--- config.mk ---
export PLATFORM = sky130hd
export DESIGN_NAME = spi_slave_tx_split_flat
export DESIGN_NICKNAME = d
export VERILOG_FILES = /design/src/rtl/spi_slave_tx_split_pkg.sv /design/src/rtl/spi_slave_tx_split_if.sv /design/src/rtl/spi_slave_tx_split_fifo.sv /design/src/rtl/spi_slave_tx_split.sv /design/src/flat_wrapper.sv
export SDC_FILE = /design/constraint.sdc
export NUM_CORES = 1
export LEC_CHECK = 0
export BUFFER_PORTS_ARGS = -buffer_cell sky130_fd_sc_hd__buf_4
export CAP_MARGIN = 20
export CORE_MARGIN = 2
export CORE_UTILIZATION = 40
export CTS_BUF_LIST = sky130_fd_sc_hd__clkbuf_16
export DETAILED_ROUTE_END_ITERATION = 7
export HOLD_SLACK_MARGIN = 0.08
export SYNTH_ARGS = -nofsm -noshare
export SYNTH_HDL_FRONTEND = slang
export SYNTH_HIERARCHICAL = 1
export SYNTH_SLANG_ARGS = --single-unit
--- constraint.sdc ---
create_clock -name clk -period 2.52 [get_ports clk]
set_input_delay 0.504 -clock clk [delete_from_list [all_inputs] [get_ports clk]]
set_output_delay 0.504 -clock clk [all_outputs]
set_load 0.02 [all_outputs]
--- src/rtl/spi_slave_tx_split_pkg.sv ---
// Shared types and constants for the SPI return-path byte splitter.
// Optional checksum byte is enabled by defining SPI_TX_CSUM_EN.
package spi_tx_pkg;

    localparam int         BYTE_W        = 8;
    localparam logic [7:0] FILL_BYTE_DEF = 8'h00;

    typedef enum logic [1:0] {
        IDLE = 2'd0,
        LOAD = 2'd1,
        SEND = 2'd2,
        CSUM = 2'd3
    } tx_state_t;

    function automatic int nbytes(input int word_w);
        return word_w / BYTE_W;
    endfunction

endpackage

--- src/rtl/spi_slave_tx_split_if.sv ---
// Word-in / byte-out bundle between the controller, the splitter and the SPI slave.
interface spi_slave_tx_split_if
    import spi_tx_pkg::*;
#(
    parameter int WORD_W = 64,
    parameter int DEPTH  = 4
);
    logic                       i_Word_DV;
    logic [WORD_W-1:0]          i_Word;
    logic                       o_Word_Ready;
    logic                       o_Overflow;
    logic [$clog2(DEPTH+1)-1:0] o_Fill;
    logic                       i_Byte_Done;
    logic                       i_CS_n;
    logic                       o_TX_DV;
    logic [BYTE_W-1:0]          o_TX_Byte;
    logic                       o_Irq;

    modport slave (
        input  i_Word_DV, i_Word, i_Byte_Done, i_CS_n,
        output o_Word_Ready, o_Overflow, o_Fill, o_TX_DV, o_TX_Byte, o_Irq
    );

    modport master (
        output i_Word_DV, i_Word, i_Byte_Done, i_CS_n,
        input  o_Word_Ready, o_Overflow, o_Fill, o_TX_DV, o_TX_Byte, o_Irq
    );
endinterface

--- src/rtl/spi_slave_tx_split_fifo.sv ---
// First-word-fall-through word FIFO; a push at full is accepted only alongside a pop.
module spi_tx_fifo
    import spi_tx_pkg::*;
#(
    parameter int WORD_W = 64,
    parameter int DEPTH  = 4,
    localparam int AW    = $clog2(DEPTH),
    localparam int CW    = $clog2(DEPTH+1)
) (
    input  logic              clk,
    input  logic              rst,
    input  logic              push,
    input  logic              pop,
    input  logic [WORD_W-1:0] din,
    output logic [WORD_W-1:0] dout,
    output logic              full,
    output logic              empty,
    output logic [CW-1:0]     count
);
    logic [WORD_W-1:0] mem_q [DEPTH];
    logic [AW-1:0]     wr_ptr_q, wr_ptr_d;
    logic [AW-1:0]     rd_ptr_q, rd_ptr_d;
    logic [CW-1:0]     count_q, count_d;
    logic              push_ok, pop_ok;

    assign full    = (count_q == CW'(DEPTH));
    assign empty   = (count_q == CW'(0));
    assign count   = count_q;
    assign dout    = mem_q[rd_ptr_q];
    assign pop_ok  = pop & ~empty;
    assign push_ok = push & (~full | pop_ok);

    // Pointer and occupancy next-state
    always_comb begin
        wr_ptr_d = push_ok ? wr_ptr_q + AW'(1) : wr_ptr_q;
        rd_ptr_d = pop_ok  ? rd_ptr_q + AW'(1) : rd_ptr_q;
        case ({push_ok, pop_ok})
            2'b10:   count_d = count_q + CW'(1);
            2'b01:   count_d = count_q - CW'(1);
            default: count_d = count_q;
        endcase
    end

    // Pointer and occupancy registers
    always_ff @(posedge clk or posedge rst) begin
        if (rst) begin
            wr_ptr_q <= AW'(0);
            rd_ptr_q <= AW'(0);
            count_q  <= CW'(0);
        end else begin
            wr_ptr_q <= wr_ptr_d;
            rd_ptr_q <= rd_ptr_d;
            count_q  <= count_d;
        end
    end

    // Storage array, written on accepted pushes only
    always_ff @(posedge clk) begin
        if (push_ok) begin
            mem_q[wr_ptr_q] <= din;
        end
    end
endmodule

--- src/rtl/spi_slave_tx_split.sv ---
// Splits queued words into MSB-first bytes for the SPI slave TX port.
// Define SPI_TX_CSUM_EN to append an XOR checksum byte to every word.
module spi_slave_tx_split
    import spi_tx_pkg::*;
#(
    parameter int          WORD_W    = 64,
    parameter int          DEPTH     = 4,
    parameter logic [7:0]  FILL_BYTE = FILL_BYTE_DEF
) (
    input logic                 clk,
    input logic                 rst,
    spi_slave_tx_split_if.slave bus
);
    localparam int NB = nbytes(WORD_W);
    localparam int IW = (NB > 1) ? $clog2(NB) : 1;
    localparam int CW = $clog2(DEPTH+1);

    logic [WORD_W-1:0] fifo_dout;
    logic              fifo_full, fifo_empty, pop_s, push_ok;
    logic [CW-1:0]     fifo_count, fill_nxt;

    logic              cs_meta_q, cs_sync_q, cs_prev_q, cs_rise;
    tx_state_t         state_q, state_d;
    logic [IW-1:0]     idx_q, idx_d;
    logic [WORD_W-1:0] shift_q, shift_d;
    logic              tx_dv_q, tx_dv_d;
    logic [BYTE_W-1:0] tx_byte_q, tx_byte_d;
    logic              irq_q, ready_q, ovf_q, ovf_d, word_end;
    logic [BYTE_W-1:0] word_bytes [NB];
    logic [BYTE_W-1:0] next_byte, head_msb;
`ifdef SPI_TX_CSUM_EN
    logic [BYTE_W-1:0] csum_q, csum_d;
`endif

    spi_tx_fifo #(.WORD_W(WORD_W), .DEPTH(DEPTH)) u_fifo (
        .clk   (clk),
        .rst   (rst),
        .push  (bus.i_Word_DV),
        .pop   (pop_s),
        .din   (bus.i_Word),
        .dout  (fifo_dout),
        .full  (fifo_full),
        .empty (fifo_empty),
        .count (fifo_count)
    );

    for (genvar k = 0; k < NB; k++) begin : g_bytes
        assign word_bytes[k] = shift_q[WORD_W-1-BYTE_W*k -: BYTE_W];
    end

    assign head_msb  = fifo_dout[WORD_W-1 -: BYTE_W];
    assign next_byte = (idx_q == IW'(NB-1)) ? word_bytes[0] : word_bytes[idx_q + IW'(1)];
    assign cs_rise   = cs_sync_q & ~cs_prev_q;
    assign push_ok   = bus.i_Word_DV & (~fifo_full | pop_s);
    assign fill_nxt  = fifo_count + CW'(push_ok) - CW'(pop_s);
    assign ovf_d     = ovf_q | (bus.i_Word_DV & ~push_ok);

    // FSM next-state, byte selection and strobe generation
    always_comb begin
        state_d   = state_q;
        idx_d     = idx_q;
        shift_d   = shift_q;
        tx_dv_d   = 1'b0;
        tx_byte_d = tx_byte_q;
        pop_s     = 1'b0;
        word_end  = 1'b0;
`ifdef SPI_TX_CSUM_EN
        csum_d    = csum_q;
`endif
        case (state_q)
            IDLE: begin
                if (fifo_empty) begin
                    tx_dv_d   = bus.i_Byte_Done;
                    tx_byte_d = bus.i_Byte_Done ? FILL_BYTE : tx_byte_q;
                end else if (cs_sync_q || bus.i_Byte_Done) begin
                    state_d = LOAD;
                end else begin
                    state_d = IDLE;
                end
            end
            LOAD: begin
                pop_s     = 1'b1;
                shift_d   = fifo_dout;
                idx_d     = IW'(0);
                tx_dv_d   = 1'b1;
                tx_byte_d = head_msb;
                state_d   = SEND;
`ifdef SPI_TX_CSUM_EN
                csum_d    = head_msb;
`endif
            end
            SEND: begin
                // A CS rise outranks a coincident byte-done: the word restarts from its MSB
                if (cs_rise && (idx_q != IW'(0))) begin
                    idx_d     = IW'(0);
                    tx_dv_d   = 1'b1;
                    tx_byte_d = word_bytes[0];
`ifdef SPI_TX_CSUM_EN
                    csum_d    = word_bytes[0];
`endif
                end else if (bus.i_Byte_Done && (idx_q != IW'(NB-1))) begin
                    idx_d     = idx_q + IW'(1);
                    tx_dv_d   = 1'b1;
                    tx_byte_d = next_byte;
`ifdef SPI_TX_CSUM_EN
                    csum_d    = csum_q ^ next_byte;
`endif
                end else if (bus.i_Byte_Done) begin
`ifdef SPI_TX_CSUM_EN
                    state_d   = CSUM;
                    tx_dv_d   = 1'b1;
                    tx_byte_d = csum_q;
`else
                    word_end  = 1'b1;
`endif
                end else begin
                    state_d = SEND;
                end
            end
`ifdef SPI_TX_CSUM_EN
            CSUM: begin
                if (cs_rise) begin
                    state_d   = SEND;
                    idx_d     = IW'(0);
                    tx_dv_d   = 1'b1;
                    tx_byte_d = word_bytes[0];
                    csum_d    = word_bytes[0];
                end else begin
                    word_end  = bus.i_Byte_Done;
                end
            end
`endif
            default: begin
                state_d = IDLE;
            end
        endcase

        if (word_end && !fifo_empty) begin
            state_d = LOAD;
        end else if (word_end) begin
            state_d   = IDLE;
            tx_dv_d   = 1'b1;
            tx_byte_d = FILL_BYTE;
        end else begin
            state_d = state_d;
        end
    end

    // CS synchroniser, FSM state and registered outputs
    always_ff @(posedge clk or posedge rst) begin
        if (rst) begin
            cs_meta_q <= 1'b1;
            cs_sync_q <= 1'b1;
            cs_prev_q <= 1'b1;
            state_q   <= IDLE;
            idx_q     <= IW'(0);
            shift_q   <= '0;
            tx_dv_q   <= 1'b0;
            tx_byte_q <= 8'h00;
            irq_q     <= 1'b0;
            ready_q   <= 1'b0;
            ovf_q     <= 1'b0;
        end else begin
            cs_meta_q <= bus.i_CS_n;
            cs_sync_q <= cs_meta_q;
            cs_prev_q <= cs_sync_q;
            state_q   <= state_d;
            idx_q     <= idx_d;
            shift_q   <= shift_d;
            tx_dv_q   <= tx_dv_d;
            tx_byte_q <= tx_byte_d;
            irq_q     <= (state_q != IDLE) | (fifo_count != CW'(0));
            ready_q   <= (fill_nxt != CW'(DEPTH));
            ovf_q     <= ovf_d;
        end
    end

`ifdef SPI_TX_CSUM_EN
    // Running XOR of the bytes strobed so far in the current word
    always_ff @(posedge clk or posedge rst) begin
        if (rst) begin
            csum_q <= 8'h00;
        end else begin
            csum_q <= csum_d;
        end
    end
`endif

    assign bus.o_TX_DV      = tx_dv_q;
    assign bus.o_TX_Byte    = tx_byte_q;
    assign bus.o_Irq        = irq_q;
    assign bus.o_Word_Ready = ready_q;
    assign bus.o_Overflow   = ovf_q;
    assign bus.o_Fill       = fifo_count;
endmodule
--- src/flat_wrapper.sv ---
// flat-port wrapper written by rule: the top's interface ports become plain ports
module spi_slave_tx_split_flat import spi_tx_pkg::*;
#(
    parameter int          WORD_W    = 64,
    parameter int          DEPTH     = 4,
    parameter logic [7:0]  FILL_BYTE = FILL_BYTE_DEF
)
  (clk, rst, bus_i_Word_DV, bus_i_Word, bus_i_Byte_Done, bus_i_CS_n, bus_o_Word_Ready, bus_o_Overflow, bus_o_Fill, bus_o_TX_DV, bus_o_TX_Byte, bus_o_Irq);
  spi_slave_tx_split_if #(.WORD_W(WORD_W), .DEPTH(DEPTH)) bus_i ();
  input logic clk;
  input logic rst;
  input wire logic [$bits(bus_i.i_Word_DV)-1:0] bus_i_Word_DV;
  input wire logic [$bits(bus_i.i_Word)-1:0] bus_i_Word;
  input wire logic [$bits(bus_i.i_Byte_Done)-1:0] bus_i_Byte_Done;
  input wire logic [$bits(bus_i.i_CS_n)-1:0] bus_i_CS_n;
  output wire logic [$bits(bus_i.o_Word_Ready)-1:0] bus_o_Word_Ready;
  output wire logic [$bits(bus_i.o_Overflow)-1:0] bus_o_Overflow;
  output wire logic [$bits(bus_i.o_Fill)-1:0] bus_o_Fill;
  output wire logic [$bits(bus_i.o_TX_DV)-1:0] bus_o_TX_DV;
  output wire logic [$bits(bus_i.o_TX_Byte)-1:0] bus_o_TX_Byte;
  output wire logic [$bits(bus_i.o_Irq)-1:0] bus_o_Irq;
  assign bus_i.i_Word_DV = bus_i_Word_DV;
  assign bus_i.i_Word = bus_i_Word;
  assign bus_i.i_Byte_Done = bus_i_Byte_Done;
  assign bus_i.i_CS_n = bus_i_CS_n;
  assign bus_o_Word_Ready = bus_i.o_Word_Ready;
  assign bus_o_Overflow = bus_i.o_Overflow;
  assign bus_o_Fill = bus_i.o_Fill;
  assign bus_o_TX_DV = bus_i.o_TX_DV;
  assign bus_o_TX_Byte = bus_i.o_TX_Byte;
  assign bus_o_Irq = bus_i.o_Irq;
  spi_slave_tx_split #(.WORD_W(WORD_W), .DEPTH(DEPTH), .FILL_BYTE(FILL_BYTE)) u_core (.clk(clk), .rst(rst), .bus(bus_i));
endmodule
[Word-level counts from Yosys, hierarchy flattened]
Memories as Yosys holds them, arrays and structs flattened.
Cells that the tools add are included.
Operators by class
  add/subtract/negate cells: 7
  $lt $le $gt $ge: 1
  equal/unequal tests: 13
  mux-type cells: 36
  bitwise logic cells: 14
  reduce and logical (&&, ||, !) cells: 14
Operators by type and width (count)
  8-bit two-way mux: 9
  8-bit binary-select mux with 3-bit select: 1
  8-bit one-hot mux with 3 select lines: 1
  1-bit two-way mux: 13
  2-bit two-way mux: 6
  3-bit one-hot mux with 2 select lines: 2
  4-bit by 3-bit inequality test with 1-bit output, second input constant: 2
  3-bit by 1-bit adder with 3-bit output, second input constant: 2
  3-bit == test, second input constant: 2
  3-bit two-way mux: 2
  3-bit inequality test, second input constant: 2
  2-bit one-hot mux with 3 select lines: 1
  2-bit nonzero test: 3
  3-bit nonzero test: 2
  1-bit bitwise AND: 5
  2-bit by 1-bit adder with 2-bit output, second input constant: 2
  2-bit by 1-bit == test with 1-bit output, second input constant: 2
  2-bit == test, second input constant: 2
  4-bit >= comparator, second input constant: 1
  4-bit by 2-bit inequality test with 1-bit output, second input constant: 1
  4-bit inequality test, second input constant: 1
  1-bit inverter: 4
  3-bit inverter with 4-bit output: 1
  1-bit bitwise OR: 4
  other kinds (12): 14
Word-level totals
  flip-flop bits (word level): 91
  bits in writable memories: 256
  input port bits: 69
  output and inout bits: 15
  word-level logic and storage cells: 100
  memories kept: 1
Memories
  u_core.u_fifo.mem_q: words 4, bits a word 64, rd ports 1, clocked after memory_dff 0, write ports 1, RTL line spi_slave_tx_split_fifo.sv:20  | logic [WORD_W-1:0] mem_q [DEPTH];

[Depth between registers and ports, before layout]
Gate-level depths: netlist (run 1).
  word-level depth: 11
  gate-level depth with buffers: 11
  mapped depth without buffers: 10

[Modules after synthesis]
Netlist (run 1), hierarchy kept.
By module, submodules not included
  spi_tx_fifo: instances 1, cells each 388, area an instance 9729.3 um2, seq. area each 7862.5 um2
  spi_slave_tx_split: instances 1, cells each 375, area an instance 4431.8 um2, seq. area each 2105.8 um2

[Worst setup path after synthesis (run 1)]
OpenSTA, ideal clock, no wires.
  kind: flip-flop to flip-flop
  start point: reg u_core.state_q[1]
  end point: reg u_core.ready_q (netlist: u_core/bus.o_Word_Ready)
  library setup time: 131 ps
  arrival: 2458 ps
  required time: 2389 ps
  setup slack: -69 ps
  stages on the path, launching flop included: 12
  buffers on the path: 2
  period minus slack after synthesis: 2589 ps
  cells stage by stage: dfrtp_1 -> inv_1 -> ha_1 -> buf_2 -> buf_2 -> o21ai_0 -> ha_1 -> inv_1 -> ha_1 -> fa_1 -> xnor2_1 -> or3_1
Between the ends
  cells in the longest elaborated chain, start to end: 7
Ends and longest elaborated chain
  start, declared: RTL line spi_slave_tx_split.sv:23  | tx_state_t state_q, state_d;
  start signal, assigned: RTL line spi_slave_tx_split.sv:167  | state_q <= state_d;
  2-bit by 1-bit == test with 1-bit output *: RTL line spi_slave_tx_split.sv:70  | case (state_q)
  1-bit two-way mux *: RTL line spi_slave_tx_split.sv:70
  net u_core.pop_s: RTL line spi_slave_tx_split.sv:19  | logic fifo_full, fifo_empty, pop_s, push_ok;
  1-bit bitwise OR: RTL line spi_slave_tx_split.sv:54  | assign push_ok = bus.i_Word_DV & (~fifo_full | pop_s);
  1-bit bitwise AND: RTL line spi_slave_tx_split.sv:54
  3-bit by 1-bit adder with 3-bit output: RTL line spi_slave_tx_split.sv:55  | assign fill_nxt = fifo_count + CW'(push_ok) - CW'(pop_s);
  3-bit by 1-bit subtractor with 3-bit output *: RTL line spi_slave_tx_split.sv:55
  3-bit inequality test *: RTL line spi_slave_tx_split.sv:173  | ready_q <= (fill_nxt != CW'(DEPTH));
  end signal, assigned: RTL line spi_slave_tx_split.sv:173
  end, declared: RTL line spi_slave_tx_split.sv:28  | logic irq_q, ready_q, ovf_q, ovf_d, word_end;
The timed path passes the listed nets; every way through them passes the cells marked *.
A chain may end at the register's enable or synchronous reset.

[Final worst setup path (run 1)]
  start point: reg u_core.u_fifo.count_q[0] (netlist: u_core/u_fifo/count[0])
  end point: reg u_core.ready_q (netlist: u_core/bus.o_Word_Ready)
Between the ends
  cells in the longest elaborated chain, start to end: 7
Ends and longest elaborated chain
  start, declared: RTL line spi_slave_tx_split_fifo.sv:23  | logic [CW-1:0] count_q, count_d;
  start signal, assigned: RTL line spi_slave_tx_split_fifo.sv:53  | count_q <= count_d;
  3-bit == test: RTL line spi_slave_tx_split_fifo.sv:26  | assign full = (count_q == CW'(DEPTH));
  net u_core.fifo_full: RTL line spi_slave_tx_split.sv:19
  1-bit inverter: RTL line spi_slave_tx_split.sv:54
  1-bit bitwise OR: RTL line spi_slave_tx_split.sv:54
  1-bit bitwise AND: RTL line spi_slave_tx_split.sv:54
  3-bit by 1-bit adder with 3-bit output: RTL line spi_slave_tx_split.sv:55
  3-bit by 1-bit subtractor with 3-bit output: RTL line spi_slave_tx_split.sv:55
  3-bit inequality test: RTL line spi_slave_tx_split.sv:173
The timed path passes the listed nets, and every way through them passes these cells.

==> reports/qor.yml, run 1 <==
setup_path:
  path_max_fanout: 2
  critPathArrivalTime_ns: 2.74
  start_kind: "register"
  worstPathRequired_ns: 2.91
  cpPeakStageDelay_ns: 0.41
  critPathSlowestCell: "or3b_1"
  cp_cell_sequence: "or3b_1, inv_1, inv_1, o21ai_1, ha_1, inv_1, ha_1, fa_1, or3_1"
  critPathKind: "reg2reg"
  critPathCaptureType: "register"
  crit_top_cell: "inv_1"
routing:
  ant_nets: 0
  wl_um: 29110
  routedWlPerCell_um: 21.40
  num_vias: 7190
  drt_iter0_markers: 536
  first_pass_iters: 5
  drc: 0
  viasPerCell: 5.287
synth:
  syn-cell-area_um2: 14160
  synth_enable_flop_cells: 256
  synth_cells: 763
  ys_types: 58
  synth-seq-cells: 347
  synth-main-ff-cell: "edfxtp_1"
  synth_top_cell_by_area: "edfxtp_1"
  synth_area_leaders: "edfxtp_1 (54%), dfrtp_1 (16%), mux4_2 (10%)"
  yosys_warnings: 6
  yosysTopAreaCellShare: 0.5429
  syn_nets: 848
  syn_avg_cell_area_um2: 18.56
  yosysSeqAreaShare: 0.7039
  async_flop_share: 0.2622
cts:
  cts_buffer_depth: 3
  root_buffer: "clkbuf_16"
  cts_tree: "done"
  clk_pin_slew_ns: 0.06
  worst_skew_pair.late_latency_ns: 0.52
  clock_sinks: 347
  h-tree-depth: 2
  cts_buffers: 37
cells_and_area:
  final_cell_mix: "edfxtp_1 (256), buf_4 (109), dfrtp_1 (86)"
  layout_commonest_cell: "edfxtp_1"
  synthToLayoutAreaGrowth_pct: 17.18
  nets: 963
  antennaDiodeCount: 0
  finish.utilization: 0.4780
  drive_gt1_frac: 0.3459
grt:
  grt_busiest_layer: "met2"
  grt_overflow: 0
  grtUsageMet2: 0.2575
  grt_use_total: 0.1629
  grtUsageMet3: 0.02741
  grt_pass1_wl_um: 44970
  grt_pass1_vias: 7449
  antenna_found_initial: 0
  grtUsageMet1: 0.2367
  grt_max_degree: 84
place:
  place.port_buffers: 83
  gp_congestion: 0.8197
  dp_hpwl_um: 18200
sta:
  final-hold-violation-count: 0
  rsz0062_at_grt: "no"
  finalCriticalPeriod_ns: 2.357
  finalSetupTns_ns: 0
  timing.final.crit_share: 0.9354
  slew_headroom: 0.3994
  clock_skew_ns: 0.01783
  tightest_slew_ns: 0.9010
  max_freq_mhz: 424.2
  slew_violations: 0
  finalSetupViolCount: 0
  fin_hold_ws_ns: 0.1114
power:
  seqPwrFrac: 0.418
  p_sw_uw: 6472
  clock_power_share: 0.240
  combPwrFrac: 0.342
  p_leak_uw: 0.006016
  p_sw_frac: 0.3156
  ir_drop_mv: 0.6566
  total_power_uw: 20510
  internal-power_uw: 14040
  p_per_area_nw_per_um2: 1236
floorplan:
  die_w_um: 192.2
  rows: 68
  dieArea_um2: 36920
  core_um2: 34710
  start_util: 0.4079
  die_h_um: 192.2
  io_pins: 84
outcome:
  run_status: "completed"
hold_path:
  hp-class: "in2reg"
run:
  max-cap-violations: 0
==> routing by layer <==
layer	up-vias	wire (um)
met3	37	1355
li1	3256	-
met4	0	488
met1	3727	13290
met5	-	0
met2	170	13970
==> worst paths after layout <==
kind                                        startpoint                       to  slack [ns]  depth (start not counted)
worst min-delay path                        bus_i_CS_n         u_core/cs_meta_q        0.11                          1
min in group asynchronous                          rst   u_core/u_fifo/count[0]        0.51                          3
worst max-delay path            u_core/u_fifo/count[0]  u_core/bus.o_Word_Ready        0.16                          9
worst max register to register  u_core/u_fifo/count[0]  u_core/bus.o_Word_Ready        0.16                          9
max in group asynchronous                          rst         u_core/cs_meta_q        1.32                          4
worst min register to register        u_core/cs_meta_q         u_core/cs_sync_q        0.36                          0
==> logic make-up (layout without fill, tap and decap cells) <==
| logic type | after synthesis | count (layout) | share of synthesized area |
|---|---|---|---|
| flops | 347 | 347 | 0.7039 |
| mux | 164 | 164 | 0.1785 |
| compound gates | 89 | 89 | 0.04391 |
| simple gates | 77 | 77 | 0.02978 |
| buf+inv | 63 | 205 | 0.02439 |
| fa+ha+maj | 16 | 16 | 0.01520 |
| xor+xnor | 7 | 7 | 0.004329 |
==> critical path: cells and delay by family, from the launching register on <==
family / cells / cell delay (ns)
AND/OR/NAND/NOR: 2 / 0.79
AO/OA/AOI/OAI: 1 / 0.11
flip-flops: 1 / 0.37
buffers and inverters: 3 / 0.18
adder cells (fa/ha/maj): 3 / 0.78
==> state kept, by name, indices dropped and copies added, names as in the netlist, 2 cells and up <==
name,cells
u_core/shift_q,64
u_core/u_fifo/count,3
u_core/u_fifo/rd_ptr_q,2
u_core/u_fifo/wr_ptr_q,2
u_core/bus.o_TX_Byte,8
u_core/state_q,2
u_core/idx_q,3
u_core/u_fifo/mem_q,256
==> cell type report <==
class                           instances  area, um2
Multi-Input combinational cell        353       3860
Sequential cell                       347       9973
Clock inverter                         28      152.6
Fill cell                            2980      18120
Tap cell                              455      569.3
Clock buffer                           38      950.9
Timing Repair Buffer                  119       1008
Inverter                               20      78.83
==> power by group through the flow <==
stage / registers (uW) / logic [uW] / clock network (uW)
3_5_place_dp: 8720 / 7090 / 0
3_3_place_gp: 8660 / 7030 / 0
2_1_floorplan: 8470 / 5030 / 0
4_1_cts: 8600 / 7120 / 5070
5_1_grt: 8750 / 7640 / 5310
6_report: 8580 / 7010 / 4920
==> cells in the mapped netlist (2+ instances only) <==
library cell	count
clkbuf_2	2
inv_1	20
buf_2	22
a21boi_0	2
a32o_1	2
dfstp_2	3
a22oi_1	16
and2_1	2
a211oi_1	8
mux2_2	64
nand2_1	27
and3_1	11
nor2b_1	2
nor2_1	7
buf_1	3
nand3b_1	2
xnor2_1	6
and2b_4	2
clkbuf_1	3
edfxtp_1	256
mux2i_1	35
nand2b_1	4
and2_2	4
ha_1	14
o21ai_1	17
mux4_2	64
dfrtp_1	88
a21oi_1	19
buf_6	8
o21ai_0	4
o221ai_1	7
buf_4	5
fa_1	2
nand4_1	8
==> timing repair <==
item,in CTS,in global routing
gates resized for setup,0,1
endpoints found under the hold margin,22,0
buffers inserted,0,0
endpoints found under the setup margin,0,1
hold buffers,1,0
==> through the flow <==
stage / area, um2 / setup WS, ns / std cells
2_1_floorplan: 14170 / 0.01701 / 763
3_3_place_gp: 15480 / 0.1266 / 1293
3_5_place_dp: 15480 / 0.1089 / 1293
4_1_cts: 16590 / 0.1004 / 1360
5_1_grt: 16590 / 0.04991 / 1360
6_report: 16590 / 0.1628 / 1360
Power figures use the tool's default switching activity.
==> run 2: changes to the inputs <==
Settings changed: CORE_ASPECT_RATIO set to 0.6.
==> reports/qor.yml, run 2 (same netlist as run 1, synthesis figures left out) <==
outcome:
  run_status: "completed"
cts:
  cts_buffers: 34  # -8.1%
  clock_sinks: 347  # unchanged
  root_buffer: "clkbuf_16"
  postCtsSetupRepairBufs: 0  # unchanged
  cts_buffer_depth: 3  # unchanged
  worst_skew_pair.late_latency_ns: 0.52  # about the same
  cts_tree: "done"
  h-tree-depth: 2  # unchanged
  clk_pin_slew_ns: 0.06  # about the same
cells_and_area:
  drive_gt1_frac: 0.3441  # -0.001722
  finish.utilization: 0.4719  # -0.006136
  antennaDiodeCount: 0  # unchanged
  nets: 955  # -0.83%
  largest_reg_flops: 256  # unchanged
  regMostFlops: "u_core/u_fifo/mem_q"
  fill_cells: 2946  # -1.1%
  layout_commonest_cell: "edfxtp_1"
  synthToLayoutAreaGrowth_pct: 16.45
  stdcell_count: 1362  # +0.15%
  final_cell_mix: "edfxtp_1 (256), buf_4 (105), dfrtp_1 (86)"
power:
  ir_drop_mv: 0.6459  # -1.6%
  p_leak_uw: 0.005942  # -1.2%
  p_per_area_nw_per_um2: 1238  # +0.16%
setup_path:
  start_kind: "register"
  critPathArrivalTime_ns: 2.74  # about the same
  r2r_cells: 9  # unchanged
  reg2reg_slack_ns: 0.17  # about the same
  critPathKind: "reg2reg"
  r2r_end: "u_core/bus.o_Word_Ready"
  path_max_fanout: 2  # unchanged
  worstPathRequired_ns: 2.91  # about the same
  worstReg2RegStart: "u_core/u_fifo/count[0]"
  critPathCaptureType: "register"
hold_path:
  holdPathStages: 1  # unchanged
  whs_endpoint: "u_core/cs_meta_q"
  hp-start: "bus_i_CS_n"
  hp-class: "in2reg"
routing:
  num_vias: 7193  # +0.042%
  routedWlPerCell_um: 21.50  # +0.47%
  drt_iter0_markers: 546  # +1.9%
  wl_um: 29290  # +0.61%
  ant_nets: 0  # unchanged
  first_pass_iters: 5  # unchanged
  drc: 0  # unchanged
  viasPerCell: 5.281  # -0.11%
  routed-wl-met3_um: 1773  # +31%
  wl_met2_um: 12380  # -11%
  wl_met1_um: 14600  # +9.9%
  top_layer_used: "met5"
sta:
  fin_hold_ws_ns: 0.1057  # -0.005643 ns
  slew_headroom: 0.3640  # -0.03539
  slew_violations: 0  # unchanged
  max_freq_mhz: 426.1  # +0.45%
  finalCriticalPeriod_ns: 2.347  # -0.01060 ns
  finalSetupTns_ns: 0  # unchanged
  tightest_slew_ns: 0.9541  # +0.05309 ns
  finalSetupViolCount: 0  # unchanged
  final-hold-violation-count: 0  # unchanged
  clock_skew_ns: 0.02441  # +0.006583 ns
  timing.final.crit_share: 0.9312  # -0.004207
  fin_ws_ns: 0.1734  # +0.01060 ns
  rsz0062_at_grt: "no"
grt:
  grt_pass1_vias: 7166  # -3.8%
  antenna_found_initial: 1  # +1
  grt_use_total: 0.1622  # -0.0007002
  grt_max_degree: 84  # unchanged
  grt_overflow: 0  # unchanged
  grt_pass1_wl_um: 44700  # -0.61%
floorplan:
  rows: 53  # -22%
  die_w_um: 246.9  # +28%
  start_util: 0.4052  # -0.002731
  dieArea_um2: 36970  # +0.14%
  die_h_um: 149.7  # -22%
  io_pins: 84  # unchanged
  core_um2: 34950  # +0.67%
place:
  dpl.cell_count: 1300  # +0.54%
  dp_hpwl_um: 18510  # +1.7%
  gp_congestion: 0.8167  # -0.37%
  place.port_buffers: 83  # unchanged
  pre_cts_slack_ns: 0.1328  # +0.02397 ns
run:
  max-cap-violations: 0  # unchanged
## run 2: changes by cell type in the layout (fill, tap and decap cells not counted), sizes merged
cell      before  now
clkinvlp       1    2
inv           33   30
clkinv        13   12
bufinv         1    2
clkbuf        38   35
buf          118  113
## run 2: report_power, final
group          leakage [uW]  switching, uW  internal [uW]
logic               0.00197           3720           3330
registers           0.00342            758           7810
clock network      0.000548           2070           2730
## run 2: layout make-up
type | count | area (um2) | share of cell area
clock inverter | 26 | 168.9 | 0.01024
inverter | 20 | 78.83 | 0.004780
sequential | 347 | 9973 | 0.6048
multi-input combinational | 353 | 3860 | 0.2341
timing repair buffer | 114 | 949.7 | 0.05759
clock buffer | 35 | 875.8 | 0.05311
tap | 467 | 584.3 | 0.03543
## run 2: worst max-delay path by stage
stage / from / endpoint / slack [ns] / cells past startpoint
2_1_floorplan: u_core/state_q[1] / u_core/bus.o_Word_Ready / 0.02 / 11
3_3_place_gp: u_core/u_fifo/count[0] / u_core/bus.o_Word_Ready / 0.15 / 9
3_5_place_dp: u_core/u_fifo/count[0] / u_core/bus.o_Word_Ready / 0.13 / 9
4_1_cts: u_core/u_fifo/count[0] / u_core/bus.o_Word_Ready / 0.12 / 9
5_1_grt: u_core/u_fifo/count[0] / u_core/bus.o_Word_Ready / 0.03 / 9
6_report: u_core/u_fifo/count[0] / u_core/bus.o_Word_Ready / 0.17 / 9
## run 2: metrics by stage
stage	total power [uW]	cell area, um2
finish	20420	16490
global route	21560	16490
CTS	20630	16490
detailed placement	15770	15430
global placement	15680	15430
floorplan	13500	14170
## run 2: repair_timing
action                                  4_1_cts  5_1_grt
hold buffers                                  1        0
gates resized for setup                       0        2
endpoints found under the hold margin        13        0
endpoints found under the setup margin        0        2
## run 2: metal layers
metal | vias up | GRT usage
met2 | 188 | 0.2246
met1 | 3722 | 0.2563
met4 | 2 | 0.04157
li1 | 3243 | -
met5 | - | 0
met3 | 38 | 0.03623
## run 2: critical path, cell delays in order (launching register included)
cell     delay (ns)
dfrtp_1        0.37
or3b_1         0.41
inv_1          0.09
inv_1          0.04
o21ai_1        0.11
ha_1           0.24
inv_1          0.05
ha_1           0.15
fa_1           0.40
or3_1          0.36
